**src/rtl/mem_bus_arbiter_if.sv**
```systemverilog
// Memory-side bus of mem_bus_arbiter: one single-port, variable-latency
// beat interface. The arbiter is the master; the external memory is the slave.
interface mem_bus_arbiter_if #(
    parameter int ADDR_WIDTH = 32,
    parameter int DATA_WIDTH = 32
);
    logic                    mem_req;
    logic [DATA_WIDTH/8-1:0] mem_we;
    logic [ADDR_WIDTH-1:0]   mem_addr;
    logic [DATA_WIDTH-1:0]   mem_wdata;
    logic                    mem_ready;
    logic [DATA_WIDTH-1:0]   mem_rdata;

    modport master (
        output mem_req,
        output mem_we,
        output mem_addr,
        output mem_wdata,
        input  mem_ready,
        input  mem_rdata
    );

    modport slave (
        input  mem_req,
        input  mem_we,
        input  mem_addr,
        input  mem_wdata,
        output mem_ready,
        output mem_rdata
    );
endinterface

```
**src/rtl/mem_bus_arbiter.sv**
```systemverilog
// Serialises the core's data (RAM) and fetch (ROM) requests onto one memory
// bus. The data beat always goes first, the pipeline is stalled while beats
// are outstanding, and each beat is supervised by a timeout that raises a
// sticky bus_error.
module mem_bus_arbiter #(
    parameter int ADDR_WIDTH     = 32,
    parameter int DATA_WIDTH     = 32,
    parameter int TIMEOUT_CYCLES = 255
) (
    input  logic                    clk,
    input  logic                    rst,
    input  logic                    halt,
    output logic                    core_stall,
    input  logic                    rom_en,
    input  logic [ADDR_WIDTH-1:0]   rom_addr,
    output logic [DATA_WIDTH-1:0]   rom_read_data,
    input  logic                    ram_en,
    input  logic [DATA_WIDTH/8-1:0] ram_write_en,
    input  logic [ADDR_WIDTH-1:0]   ram_addr,
    input  logic [DATA_WIDTH-1:0]   ram_write_data,
    output logic [DATA_WIDTH-1:0]   ram_read_data,
    mem_bus_arbiter_if.master       mem,
    output logic                    bus_error
);

    localparam int BE_WIDTH  = DATA_WIDTH / 8;
    localparam int CNT_NEED  = $clog2(TIMEOUT_CYCLES + 1);
    localparam int CNT_WIDTH = (CNT_NEED > 8) ? CNT_NEED : 8;
    // Last wait cycle of a beat: if ready is still low here the beat aborts.
    localparam logic [CNT_WIDTH-1:0] LAST_WAIT = CNT_WIDTH'(TIMEOUT_CYCLES - 1);

    typedef enum logic [1:0] {
        IDLE,
        DATA,
        FETCH,
        DONE
    } state_t;

    state_t                  state;
    state_t                  next_state;
    logic                    pend_fetch;
    logic [ADDR_WIDTH-1:0]   pend_rom_addr;
    logic [CNT_WIDTH-1:0]    wait_cnt;
    logic                    accept;
    logic                    in_beat;
    logic                    beat_done;
    logic                    beat_abort;
    logic                    beat_end;
    logic                    req_d;
    logic [BE_WIDTH-1:0]     we_d;
    logic [ADDR_WIDTH-1:0]   addr_d;
    logic [DATA_WIDTH-1:0]   wdata_d;

    assign accept     = (state == IDLE) && !halt && (ram_en || rom_en);
    assign in_beat    = ((state == DATA) || (state == FETCH)) && mem.mem_req;
    assign beat_done  = in_beat && mem.mem_ready;
    // Ready on the last wait cycle wins over the timeout.
    assign beat_abort = in_beat && !mem.mem_ready && (wait_cnt == LAST_WAIT);
    assign beat_end   = beat_done || beat_abort;

    // State register.
    always_ff @(posedge clk or posedge rst) begin
        if (rst) begin
            state <= IDLE;
        end else begin
            state <= next_state;
        end
    end

    // Next-state decode: data beat before fetch beat, one DONE cycle per core cycle.
    always_comb begin
        next_state = state;
        case (state)
            IDLE: begin
                if (!halt && ram_en) begin
                    next_state = DATA;
                end else if (!halt && rom_en) begin
                    next_state = FETCH;
                end
            end
            DATA: begin
                if (beat_end) begin
                    next_state = pend_fetch ? FETCH : DONE;
                end
            end
            FETCH: begin
                if (beat_end) begin
                    next_state = DONE;
                end
            end
            default: begin
                next_state = IDLE;
            end
        endcase
    end

    // Output decode: pipeline stall and the next value of the registered bus fields.
    always_comb begin
        core_stall = rst || halt || ((state == IDLE) && (rom_en || ram_en)) ||
                     (state == DATA) || (state == FETCH);
        req_d   = 1'b0;
        we_d    = '0;
        addr_d  = mem.mem_addr;
        wdata_d = mem.mem_wdata;
        case (next_state)
            DATA: begin
                req_d = 1'b1;
                if (state == IDLE) begin
                    we_d    = ram_write_en;
                    addr_d  = ram_addr;
                    wdata_d = ram_write_data;
                end else begin
                    we_d = mem.mem_we;
                end
            end
            FETCH: begin
                req_d = 1'b1;
                if (state == IDLE) begin
                    addr_d = rom_addr;
                end else if (state == DATA) begin
                    addr_d = pend_rom_addr;
                end
            end
            default: begin
            end
        endcase
    end

    // Registered bus outputs; they double as the latch for the RAM request fields.
    always_ff @(posedge clk or posedge rst) begin
        if (rst) begin
            mem.mem_req   <= 1'b0;
            mem.mem_we    <= '0;
            mem.mem_addr  <= '0;
            mem.mem_wdata <= '0;
        end else begin
            mem.mem_req   <= req_d;
            mem.mem_we    <= we_d;
            mem.mem_addr  <= addr_d;
            mem.mem_wdata <= wdata_d;
        end
    end

    // Latch the fetch request on acceptance so it survives the data beat.
    always_ff @(posedge clk or posedge rst) begin
        if (rst) begin
            pend_fetch    <= 1'b0;
            pend_rom_addr <= '0;
        end else if (accept) begin
            pend_fetch    <= rom_en;
            pend_rom_addr <= rom_addr;
        end
    end

    // Per-beat wait counter: counts not-ready cycles, restarts at every beat boundary.
    always_ff @(posedge clk or posedge rst) begin
        if (rst) begin
            wait_cnt <= '0;
        end else if (!in_beat || beat_end) begin
            wait_cnt <= '0;
        end else begin
            wait_cnt <= wait_cnt + 1'b1;
        end
    end

    // Holding registers and sticky error; an aborted read leaves zero behind.
    always_ff @(posedge clk or posedge rst) begin
        if (rst) begin
            rom_read_data <= '0;
            ram_read_data <= '0;
            bus_error     <= 1'b0;
        end else begin
            if (beat_abort) begin
                bus_error <= 1'b1;
            end
            if ((state == DATA) && (mem.mem_we == '0)) begin
                if (beat_done) begin
                    ram_read_data <= mem.mem_rdata;
                end else if (beat_abort) begin
                    ram_read_data <= '0;
                end
            end
            if (state == FETCH) begin
                if (beat_done) begin
                    rom_read_data <= mem.mem_rdata;
                end else if (beat_abort) begin
                    rom_read_data <= '0;
                end
            end
        end
    end

endmodule
```
**src/flat_wrapper.sv**
```systemverilog
// flat-port wrapper written by rule: the top's interface ports become plain ports
module mem_bus_arbiter_flat 
#(
    parameter int ADDR_WIDTH     = 32,
    parameter int DATA_WIDTH     = 32,
    parameter int TIMEOUT_CYCLES = 255
)
  (clk, rst, halt, core_stall, rom_en, rom_addr, rom_read_data, ram_en, ram_write_en, ram_addr, ram_write_data, ram_read_data, bus_error, mem_mem_req, mem_mem_we, mem_mem_addr, mem_mem_wdata, mem_mem_ready, mem_mem_rdata);
  mem_bus_arbiter_if #(.ADDR_WIDTH(ADDR_WIDTH), .DATA_WIDTH(DATA_WIDTH)) mem_i ();
  input  logic clk;
  input  logic rst;
  input  logic halt;
  output logic core_stall;
  input  logic rom_en;
  input  logic [ADDR_WIDTH-1:0] rom_addr;
  output logic [DATA_WIDTH-1:0] rom_read_data;
  input  logic ram_en;
  input  logic [DATA_WIDTH/8-1:0] ram_write_en;
  input  logic [ADDR_WIDTH-1:0] ram_addr;
  input  logic [DATA_WIDTH-1:0] ram_write_data;
  output logic [DATA_WIDTH-1:0] ram_read_data;
  output logic bus_error;
  output wire logic [$bits(mem_i.mem_req)-1:0] mem_mem_req;
  output wire logic [$bits(mem_i.mem_we)-1:0] mem_mem_we;
  output wire logic [$bits(mem_i.mem_addr)-1:0] mem_mem_addr;
  output wire logic [$bits(mem_i.mem_wdata)-1:0] mem_mem_wdata;
  input wire logic [$bits(mem_i.mem_ready)-1:0] mem_mem_ready;
  input wire logic [$bits(mem_i.mem_rdata)-1:0] mem_mem_rdata;
  assign mem_mem_req = mem_i.mem_req;
  assign mem_mem_we = mem_i.mem_we;
  assign mem_mem_addr = mem_i.mem_addr;
  assign mem_mem_wdata = mem_i.mem_wdata;
  assign mem_i.mem_ready = mem_mem_ready;
  assign mem_i.mem_rdata = mem_mem_rdata;
  mem_bus_arbiter #(.ADDR_WIDTH(ADDR_WIDTH), .DATA_WIDTH(DATA_WIDTH), .TIMEOUT_CYCLES(TIMEOUT_CYCLES)) u_core (.clk(clk), .rst(rst), .halt(halt), .core_stall(core_stall), .rom_en(rom_en), .rom_addr(rom_addr), .rom_read_data(rom_read_data), .ram_en(ram_en), .ram_write_en(ram_write_en), .ram_addr(ram_addr), .ram_write_data(ram_write_data), .ram_read_data(ram_read_data), .mem(mem_i), .bus_error(bus_error));
endmodule
```
**config.mk**
```make
export PLATFORM = sky130hd
export DESIGN_NAME = mem_bus_arbiter_flat
export DESIGN_NICKNAME = d
export VERILOG_FILES = /design/src/rtl/mem_bus_arbiter_if.sv /design/src/rtl/mem_bus_arbiter.sv /design/src/flat_wrapper.sv
export SDC_FILE = /design/constraint.sdc
export NUM_CORES = 1
export LEC_CHECK = 0
export CAP_MARGIN = 20
export CORE_MARGIN = 10
export CORE_UTILIZATION = 40
export CTS_CLUSTER_DIAMETER = 150
export DETAILED_ROUTE_END_ITERATION = 8
export PLACE_DENSITY = 0.78
export SLEW_MARGIN = 40
export SYNTH_ARGS = -nofsm -noshare
export SYNTH_HDL_FRONTEND = slang
export SYNTH_SLANG_ARGS = --single-unit
```
**constraint.sdc**
```tcl
create_clock -name clk -period 21 [get_ports clk]
set_clock_uncertainty 0.15 [all_clocks]
set_input_delay 5.25 -clock clk [delete_from_list [all_inputs] [get_ports clk]]
set_output_delay 5.25 -clock clk [all_outputs]
set_load 0.005 [all_outputs]
```
Word level (Yosys, flattened, before mapping)
Cells that the tools add are included.
{"block": "totals", "reg_bits": 177, "latch_bits": 0, "ram_bits": 0, "rom_bits": 0, "output_inout_bits": 135, "wordCells": 65, "memories": 0}
{"block": "classes", "add_sub_neg": 1, "mul": 0, "div_mod_pow": 0, "order_cmp": 0, "n_eq_ne": 7, "shifts": 0, "n_mux": 16, "bitwise_logic": 0, "reduce_logical": 30}
{"cell": "$mux W32", "n": 5}
{"cell": "$pmux W32 S2", "n": 1}
{"cell": "$logic_and A1 B1 Y1", "n": 10}
{"cell": "$add A8 B1 Y8 const B", "n": 1}
{"cell": "$eq A8 B8 Y1 const B", "n": 1}
{"cell": "$logic_or A1 B1 Y1", "n": 8}
{"cell": "$mux W2", "n": 4}
{"cell": "$mux W4", "n": 2}
{"cell": "$mux W8", "n": 1}
{"cell": "$pmux W2 S3", "n": 1}
{"cell": "$reduce_and A2 Y1", "n": 3}
{"cell": "$eq A2 B1 Y1 const B", "n": 2}
{"cell": "$eq A2 B2 Y1 const B", "n": 2}
{"cell": "$logic_not A4 Y1", "n": 1}
{"cell": "$reduce_bool A2 Y1", "n": 2}
{"cell": "$logic_not A1 Y1", "n": 3}
{"cell": "$ne A3 B1 Y1 const B", "n": 1}
{"cell": "$reduce_and A3 Y1", "n": 1}
{"cell": "$logic_not A2 Y1", "n": 1}
{"cell": "$mux W1", "n": 2}
{"cell": "$ne A2 B1 Y1 const B", "n": 1}
{"cell": "$reduce_or A2 Y1", "n": 1}

Logic depth before layout (Yosys ltp)
{"block": "depth", "depth_word": 11, "depth_mapped": 13}

Least setup slack after synthesis
Ideal clock, no wire load.
{"block": "synth_timing", "kind": "in2out", "start": "in ram_en", "end": "out core_stall", "t_arrival_ns": 5.483, "t_required_ns": 15.600, "path_slack_ns": 10.117, "cell_stages": 2, "n_path_buf": 0, "path_cell_list": "o21ai_0 > nand3_1"}
{"block": "synth_between", "elab_chain_cells": 5}
{"item": "start, declared", "line_no": "flat_wrapper.sv:17", "rtl": "input logic ram_en;"}
{"item": "$logic_or A1 B1 Y1", "line_no": "mem_bus_arbiter.sv:99", "rtl": "core_stall = rst || halt || ((state == IDLE) && (rom_en || ram_en)) ||"}
{"item": "$logic_and A1 B1 Y1", "line_no": "mem_bus_arbiter.sv:99"}
{"item": "$logic_or A1 B1 Y1 (2 in a row)", "line_no": "mem_bus_arbiter.sv:99"}
{"item": "$logic_or A1 B1 Y1", "line_no": "mem_bus_arbiter.sv:100", "rtl": "(state == DATA) || (state == FETCH);"}
{"item": "end, declared", "line_no": "flat_wrapper.sv:13", "rtl": "output logic core_stall;"}
No other way between the ends.

Worst setup path in the final report
{"block": "layout_timing", "start": "in rst", "end": "out core_stall"}
{"block": "layout_between", "elab_chain_cells": 4}
{"item": "start, declared", "line_no": "flat_wrapper.sv:11", "rtl": "input logic rst;"}
{"item": "$logic_or A1 B1 Y1 (3 in a row)", "line_no": "mem_bus_arbiter.sv:99"}
{"item": "$logic_or A1 B1 Y1", "line_no": "mem_bus_arbiter.sv:100"}
No other way between the ends.

==> flow_summary.toml <==
[status]
status = "completed"

[clocking]
cts_tree = "yes"
postCtsResizedCells = 0
hold_buffers = 0
clock_latency_ps = 430
cts_sinks = 177
path_clk_slew_ps = 70
post-cts-setup-buffer-count = 0
clockBufferDepth = 2
cts-root-buf = "clkbuf_16"
htreeDepth = 4
cts_buffers = 17

[sta]
hold_ws_ps = 312
slew_headroom = 0.514
max_freq_mhz = 84.3
finalCritPeriodShare = 0.565
maxSlewViolCount = 0
tightest_slew_ps = 729
hold_viol_final = 0
finalSetupViolCount = 0
rsz0062_at_grt = "false"
period_minus_slack_ps = 11860
finalSetupTns_ps = 0

[pwr]
p_sw_frac = 0.323
ir_worst_vdd_mv = 0.0746
combPwrFrac = 0.461
switchingPower_uw = 528
p_clk_frac = 0.188
leakage_nw = 4.81
p_int_mw = 1.11
p_seq_frac = 0.350
finalPower_mw = 1.64
powerDensity_nw_per_um2 = 149

[worst_hold_path]
hold_path_class = "flip-flop to flip-flop"
min_from = "u_core.bus_error$_DFFE_PP0P_"

[grt]
grt_pass1_wl_um = 33000
grt_pass1_vias = 5791
overflow = 0
grt_max_degree = 66
antenna_found_initial = 0
grtUsageTotal = 0.170

[placed_design]
io_buffers = 272
placed_area_um2 = 10400
dpl.hpwl_um = 15700
gp_congestion = 0.797

[setup_path]
crit_type = "input port to output pin"
r2r-start = "u_core.state[0]$_DFF_PP0_"
worst_ep_required_time_ps = 15600
crit_arrival_ps = 6460
cp-end-kind = "output pin"
cp_max_fo = 2
cp-start-kind = "input port"
startpoint = "rst"

[logic_synthesis]
synthArstFlopShare = 1.00
synth_flop_cell = "dfrtp_1"
syn_inst = 556
synth.distinct_cells = 39
synth_common_cells = "dfrtp_1, mux2_2, a22o_1"
synth_edf_count = 0
yosysTopAreaCellShare = 0.588
yosysSeqAreaShare = 0.588
netlist.top_cell.by_area = "dfrtp_1"
synthTopCellsByArea = "dfrtp_1, mux2_2, a22o_1"
post_synth.cell_area_avg_um2 = 13.5
ys_seq_elements = 177
yosysWarnings = 0
yosysMostFrequentCell = "dfrtp_1"
syn_nets = 703
syn-cell-area_um2 = 7530

[routing]
drtIter0Drc = 255
wirelength_um = 21600
wl_per_cell_um = 20.3
postRouteAntennaNets = 0
drc = 0
routed_via_density = 5.21
num_vias = 5556
first_pass_iters = 4

[floorplan]
die_x_um = 157
pin_count = 273
fp.dieH_um = 157
num_rows = 50
dieArea_um2 = 24700
start_util = 0.404
coreArea_um2 = 18600

[cells_and_area]
nNetsFinal = 968
n_fill_cell = 1557
syn_to_final_growth_pct = 45.6
antennaDiodeCount = 0
drive_gt1_frac = 0.166
utilization = 0.588
final_area_um2 = 11000

[job]
cap_violations = 0
## state kept, by name, indices dropped and copies added (netlist names), 2 cells and up
register and flops:
u_core.ram_read_data 32, u_core.mem.mem_we 4, u_core.mem.mem_addr 32, u_core.mem.mem_wdata 32, u_core.pend_rom_addr 32, u_core.wait_cnt 8
u_core.rom_read_data 32, u_core.state 2
## worst max-delay path, cell delays in order
cell,delay [ps]
clkdlybuf4s50_1,560
nor2_1,70
nand3_1,80
clkdlybuf4s50_1,510
## kinds of logic after synthesis
logic type / count (synthesis) / share of synthesized area
XOR/XNOR: 6 / 0.00698
multiplexers: 132 / 0.191
AO/OA/AOI/OAI: 109 / 0.110
buffers and inverters: 43 / 0.0347
adder cells (fa/ha/maj): 9 / 0.0149
AND/OR/NAND/NOR: 80 / 0.0545
flip-flops: 177 / 0.588
## through the flow
step	instances	setup WS (ps)
floorplan	556	10120
global placement	1036	9140
detailed placement	1036	9130
CTS	1067	9120
global route	1067	9060
finish	1067	9140
## worst paths after layout
path / end / slack [ps] / cells after the start
worst max register to register: u_core.mem.mem_addr[24]$_DFFE_PP0P_ / 16870 / 13
worst min register to register: u_core.bus_error$_DFFE_PP0P_ / 310 / 1
worst max-delay path: core_stall / 9140 / 4
max in group asynchronous: u_core.ram_read_data[15]$_DFFE_PP0P_ / 14360 / 3
worst min-delay path: u_core.bus_error$_DFFE_PP0P_ / 310 / 1
min in group asynchronous: u_core.mem.mem_addr[29]$_DFFE_PP0P_ / 5170 / 2
## cells in the final DEF (no fill, tap or decap), types with 2 or more instances in the layout
master	instances
nand2_1	5
and3_1	2
nand3_1	5
clkdlybuf4s50_1	272
nor3_1	3
mux2_1	8
buf_4	8
clkinv_8	2
nand2b_1	4
dfrtp_1	177
inv_6	7
clkbuf_16	17
a21oi_1	33
xnor2_1	4
xor2_1	2
inv_8	3
mux2i_1	36
o21ai_0	2
mux2_2	88
ha_1	7
a22o_1	65
inv_1	7
nand3_4	2
ha_2	2
nor2_1	50
## cell type report
class	count	area (µm²)	area share
tap	234	293	0.0267
timing repair buffer	281	2790	0.255
inverter	8	35.0	0.00319
sequential	177	4430	0.404
clock buffer	17	425	0.0388
multi-input combinational	336	2850	0.260
clock inverter	14	140	0.0128
## power groups by stage
stage	sequential, mW	clock (mW)	combinational, mW
floorplan	0.578	0	0.408
CTS	0.573	0.315	0.769
global route	0.591	0.330	0.818
detailed placement	0.579	0	0.764
global placement	0.571	0	0.752
finish	0.573	0.308	0.754
## layer usage
| metal | track usage | part of all wire | vias up |
|---|---|---|---|
| met1 | 0.209 | 0.41 | 2757 |
| met4 | 0.0539 | 0.015 | 0 |
| li1 | - | - | 2556 |
| met5 | 0 | 0 | - |
| met3 | 0.0712 | 0.11 | 27 |
| met2 | 0.266 | 0.46 | 216 |
(Power assumes the default switching activity.)
